[config.mk]
export PLATFORM = sky130hd
export DESIGN_NAME = gnrl_skid_buf
export DESIGN_NICKNAME = d
export VERILOG_FILES = /design/src/rtl/gnrl_skid_buf.sv
export SDC_FILE = /design/constraint.sdc
export NUM_CORES = 1
export LEC_CHECK = 0
export ABC_AREA = 1
export CAP_MARGIN = 20
export CORE_MARGIN = 2
export CORE_UTILIZATION = 46
export CTS_BUF_LIST = sky130_fd_sc_hd__clkbuf_2 sky130_fd_sc_hd__clkbuf_4 sky130_fd_sc_hd__clkbuf_8
export DETAILED_ROUTE_END_ITERATION = 10
export PLACE_DENSITY = 0.75
export SLEW_MARGIN = 20
export SYNTH_ARGS = -nofsm -noshare
export SYNTH_HDL_FRONTEND = slang
export SYNTH_SLANG_ARGS = --single-unit
export TNS_END_PERCENT = 5
[constraint.sdc]
create_clock -name clk -period 2.7 [get_ports clk]
set_input_delay 0.27 -clock clk [delete_from_list [all_inputs] [get_ports clk]]
set_output_delay 0.27 -clock clk [all_outputs]
set_load 0.05 [all_outputs]
[src/rtl/gnrl_skid_buf.sv]
// Two-entry elastic buffer with a valid/ready handshake on both sides; i_rdy comes from registered state only.
// Optional combinational flow-through when empty: define GNRL_SKID_BUF_BYPASS_EN.
//
// state | meaning
// EMPTY | no word stored; o_vld low unless bypassing
// ONE   | one word stored, head at slot[rp]
// FULL  | two words stored; i_rdy low

module gnrl_skid_buf #(
   parameter int DW = 32
) (
   input  logic          clk,
   input  logic          rst,
   input  logic          i_vld,
   output logic          i_rdy,
   input  logic [DW-1:0] i_dat,
   output logic          o_vld,
   input  logic          o_rdy,
   output logic [DW-1:0] o_dat,
   output logic [1:0]    o_cnt
);

   typedef enum logic [1:0] {
      EMPTY = 2'd0,
      ONE   = 2'd1,
      FULL  = 2'd2
   } state_t;

   state_t        state;
   logic          rdy_q;
   logic          vld_q;
   logic          wp;
   logic          rp;
   logic [DW-1:0] slot [2];

   logic          in_hs;
   logic          out_hs;
   logic          push;
   logic          pop;

   assign in_hs  = i_vld & rdy_q;
   assign out_hs = o_vld & o_rdy;

`ifdef GNRL_SKID_BUF_BYPASS_EN
   logic byp;

   // Flow-through only when nothing is queued ahead of the incoming word.
   assign byp   = (state == EMPTY) & o_rdy;
   assign o_vld = vld_q | (byp & i_vld);
   assign o_dat = byp ? i_dat : slot[rp];
   assign push  = in_hs & ~byp;
   assign pop   = out_hs & ~byp;
`else
   assign o_vld = vld_q;
   assign o_dat = slot[rp];
   assign push  = in_hs;
   assign pop   = out_hs;
`endif

   assign i_rdy = rdy_q;
   assign o_cnt = state;

   always_ff @(posedge clk or posedge rst) begin
      if (rst) begin
         state   <= EMPTY;
         rdy_q   <= 1'b1;
         vld_q   <= 1'b0;
         wp      <= 1'b0;
         rp      <= 1'b0;
         slot[0] <= '0;
         slot[1] <= '0;
      end else begin
         if (push) begin
            slot[wp] <= i_dat;
            wp       <= ~wp;
         end
         if (pop) begin
            rp <= ~rp;
         end
         // rdy_q/vld_q are kept as flops mirroring the next state so both handshake outputs are registered.
         case (state)
            EMPTY: begin
               if (push) begin
                  state <= ONE;
                  vld_q <= 1'b1;
               end
            end
            ONE: begin
               if (push && !pop) begin
                  state <= FULL;
                  rdy_q <= 1'b0;
               end else if (pop && !push) begin
                  state <= EMPTY;
                  vld_q <= 1'b0;
               end
            end
            FULL: begin
               if (pop) begin
                  state <= ONE;
                  rdy_q <= 1'b1;
               end
            end
            default: begin
               state <= EMPTY;
               rdy_q <= 1'b1;
               vld_q <= 1'b0;
            end
         endcase
      end
   end

endmodule

## Word-level counts from Yosys, hierarchy flattened

Cells that the tools add are included.

- Add/sub/neg operators: 0
- Multipliers: 0
- Div/mod/pow operators: 0
- $lt $le $gt $ge: 3
- Equality and inequality tests: 8
- Shifts and indexed selects: 0
- Muxes and demuxes: 18
- Bitwise operators: 8
- Reduce and logical (&&, ||, !) cells: 9

Operators with widths:

| operator | number |
|---|---|
| 32-bit two-way mux | 4 |
| 64-bit bitwise mux | 1 |
| 32-bit demux with 1-bit select | 1 |
| 2-bit inequality test, second input constant | 5 |
| 2-bit two-way mux | 4 |
| 1-bit case mux with 3 select lines | 2 |
| 2-bit case mux with 3 select lines | 1 |
| 3-bit AND reduction | 2 |
| 1-bit two-way mux | 5 |
| 2-bit greater-or-equal comparator, second input constant | 2 |
| 1-bit inverter | 4 |
| 1-bit inverter with 2-bit output | 2 |
| 4-bit AND reduction | 1 |
| 1-bit logical AND | 3 |
| 3-bit inequality test, second input constant | 1 |
| 1-bit bitwise AND | 2 |
| 2-bit by 1-bit equality test with 1-bit output, second input constant | 1 |
| 2-bit equality test, second input constant | 1 |
| 1-bit logical NOT | 2 |
| 2-bit logical NOT | 1 |
| 2-bit by 1-bit less-than comparator with 1-bit output, second input constant | 1 |

- Flip-flop bits (word level): 70
- Bits in latches: 0
- RAM bits: 0
- Bits in read-only memories: 0
- Input port bits: 36
- Output and inout bits: 36
- Word-level logic and storage cells: 53
- Memories kept: 0

## Depth between registers and ports, before layout

- Depth in word-level cells: 6
- Depth in mapped cells: 9
- Gate-level depth less buffers: 9

## Least setup slack after synthesis

OpenSTA, ideal clock, no wires.

- Kind: register to register
- From: reg rdy_q (netlist: i_rdy)
- To: reg slot[32] in the netlist's numbering
- Data arrival time: 1.420 ns
- Required time: 2.570 ns
- Setup slack: 1.150 ns
- Cell stages (with the launch flop): 7
- Clock period less this slack: 1.550 ns
- Path through: dfstp_2 nand2_2 or2_1 buf_6 buf_6 nand2_1 o21ai_1

- Longest elaborated chain between the ends: 1

RTL lines:

| what | RTL line | text |
|---|---|---|
| start: declaration | 30 | `logic rdy_q;` |
| start signal: assignment | 66 | `rdy_q <= 1'b1;` |
| start signal: assignment | 91 | `rdy_q <= 1'b0;` |
| start signal: assignment | 100 | `rdy_q <= 1'b1;` |
| 1-bit bitwise AND | 41 | `assign in_hs = i_vld & rdy_q;` |
| end signal: indexed assignment | 74 | `slot[wp] <= i_dat;` |
| end: declaration | 34 | `logic [DW-1:0] slot [2];` |

No other way between the ends.
A chain may end at the register's enable or synchronous reset.

## Final worst setup path

- From: reg rp
- To: out o_dat[22]

- Longest elaborated chain between the ends: 4

RTL lines:

| what | RTL line | text |
|---|---|---|
| start: declaration | 33 | `logic rp;` |
| start signal: assignment | 78 | `rp <= ~rp;` |
| 1-bit inverter with 2-bit output (implied by the code) | 55 | `assign o_dat = slot[rp];` |
| 32-bit two-way mux (implied by the code) (3 in a row) | 55 |  |
| end: declaration | 19 | `output logic [DW-1:0] o_dat,` |

No other way between the ends. The select of a mux whose other input is x is not followed.

==> impl_metrics.yaml <==
status:
  run_status: "completed"
power:
  power_density_nw_per_um2: 514
  pwr-share-comb_pct: 4.5
  pwr-share-seq_pct: 49.8
  vdd_ir_drop_max_v: 0.000290
  leakagePower_uw: 0.00219
  p_int_uw: 1670
  power_switching_uw: 434
  swShare_pct: 20.7
  power.share.clock_pct: 45.7
finish:
  insertedDiodeCount: 0
  syn_to_final_growth_pct: 28.8
  fin_nets: 488
  final_cells: 535
  drive_gt1_share_pct: 18.2
  fin_area_um2: 4100
clock_network:
  clockRootBuffer: "clkbuf_8"
  clock_latency_ps: 340
  post_cts_buffers: 0
  cts_tree: "done"
  cts_resized: 0
  cts_buffers: 9
  cts.hold.buffers_added: 0
  clockBufferDepth: 2
  cts.clk_slew.worst_paths_ps: 80
  cts_max_level: 3
  clock-sinks: 70
synth:
  async_reset_ff_share_pct: 100
  yosysMostFrequentCell: "nand2_1"
  synth_common_cells: "nand2_1, dfrtp_1, inv_1, o21ai_0, o21ai_2"
  synth_fp_nets: 419
  ys_ff_latch: 70
  syn_inst: 381
  synth_top_area_share_pct: 54.3
  synth_seq_area_share_pct: 55.1
  synthTopCellsByArea: "dfrtp_1, nand2_1, o21ai_2, o21ai_0, inv_1"
  synthDistinctLibCells: 19
  synth.avg_cell_area_um2: 8.34
  synth_top_area_cell: "dfrtp_1"
  synth_edf_count: 0
  synth-main-ff-cell: "dfrtp_1"
  syn_area_um2: 3180
  ys_warn_count: 0
global_routing:
  grt_overflow: 0
  grt_busiest_layer: "met2"
  antenna_found_initial: 0
  grt_max_degree: 45
  track_usage_pct: 18.8
  use_met2_pct: 29.8
  met3_usage_pct: 3.51
  grt_first_pass_wirelength_um: 11200
  grt_pass1_vias: 2495
  grtUsageMet1_pct: 25.3
placed_design:
  pre_cts_slack_ps: 665
  place_inst: 519
  place_area_um2: 3860
  hpwl_um: 4510
  place.gp.congestion: 0.814
  port_buffers: 71
timing:
  fin_crit_ps: 2060
  fin_crit_sh_pct: 76.2
  worst_slew_pin_slew_ps: 747
  setup_tns_ps: 0
  fin_hold_ws_ps: 321
  finClkSkew_ps: 8.03
  max_freq_ghz: 0.486
  fin_ws_ps: 642
  final-hold-violation-count: 0
  rsz0062_at_grt: "false"
  max_slew_margin_pct: 50.2
  setup_viol: 0
  maxSlewViolCount: 0
worst_setup_path:
  slowest_delay_ps: 430
  crit_type: "flip-flop to primary output"
  worstPathCellList: "clkinv_1, buf_4, nand2_1, nand2_1, buf_4"
  critPathRequiredTime_ps: 2430
  arrival_ps: 1790
  cp_slowest_cell: "clkinv_1"
  end_kind: "primary output"
  start_kind: "flip-flop"
  crit_fanout: 17
run:
  maxCapViolCount: 0
route:
  vias_per_cell: 4.82
  ant_nets: 0
  drt_wl_total_um: 6630
  post_drt_wl_per_cell_um: 12.4
  dr.pass1.iters: 5
  drc: 0
  vias: 2578
  first_iter_violations: 136
floorplanning:
  dieArea_um2: 7590
  die_w_um: 87.1
  core_area_um2: 6760
  placementRows: 30
  io_pins: 72
  start_util_pct: 47.1
  die_h_um: 87.1
worst_hold_path:
  hold_class: "input pin to async pin"
==> routing by layer <==
layer	vias up	share of wire [%]
li1	1308	-
met1	1195	46
met2	64	47
met3	11	4.4
met4	0	2.1
met5	-	0
==> state kept, by name, summed over array words and instances (netlist names) <==
register / cells
slot: 64
wp: 1
o_cnt: 2
o_vld: 1
i_rdy: 1
rp: 1
==> power groups by stage <==
| stage | Clock (uW) | Combinational, uW | Sequential, uW |
|---|---|---|---|
| after CTS | 977 | 97.2 | 1050 |
| after global routing | 1020 | 106 | 1050 |
| final | 961 | 94.5 | 1050 |
| after detailed placement | 0 | 96.7 | 1070 |
| after floorplan | 0 | 31.1 | 1070 |
| after global placement | 0 | 96.1 | 1070 |
==> cells by family after synthesis <==
logic type | synth area share (%)
simple gates | 21.8
fa+ha+maj | 0.787
flops | 55.1
buf+inv | 8.66
compound gates | 13.3
xor+xnor | 0.276
==> path summary, 6_finish.rpt <==
check / startpoint / end / slack, ps / cells past startpoint
worst max-delay path: rp / o_dat[22] / 640 / 5
max in group asynchronous: rst / slot[62] / 1740 / 3
min in group clk: slot[44] / slot[44] / 490 / 2
worst max register to register: i_rdy / slot[53] / 900 / 5
worst min register to register: slot[44] / slot[44] / 490 / 2
worst min-delay path: rst / slot[59] / 320 / 2
==> worst max-delay path: cells and delay by family (launching register included) <==
family / cells / cell delay, ps
flip-flops: 1 / 350
AND/OR/NAND/NOR: 2 / 120
buffers and inverters: 3 / 980
==> layout by cell type, fill, tap and decap left out, drive strengths merged <==
cell / instances
nand2: 175
dfrtp: 69
o21ai: 66
clkdlybuf4s50: 39
inv: 39
buf: 39
clkbuf: 11
nand3: 3
clkinv: 3
ha: 2
bufinv: 2
nor2: 1
or2: 1
xor2: 1
o21bai: 1
nand4: 1
clkinvlp: 1
dfstp: 1
==> cell type report <==
type,instances,area (um^2)
Inverter,40,150
Clock inverter,5,81.3
Multi-Input combinational cell,251,1150
Tap cell,80,100
Timing Repair Buffer,78,708
Clock buffer,11,151
Sequential cell,70,1750
Fill cell,628,2660
==> stage by stage <==
stage / power (uW) / utilization (%)
2_1_floorplan: 1100 / -
5_1_grt: 2180 / 60.6
3_5_place_dp: 1160 / 57.2
3_3_place_gp: 1160 / 57.2
4_1_cts: 2120 / 60.6
6_report: 2100 / 60.6
(Power assumes the default switching activity.)
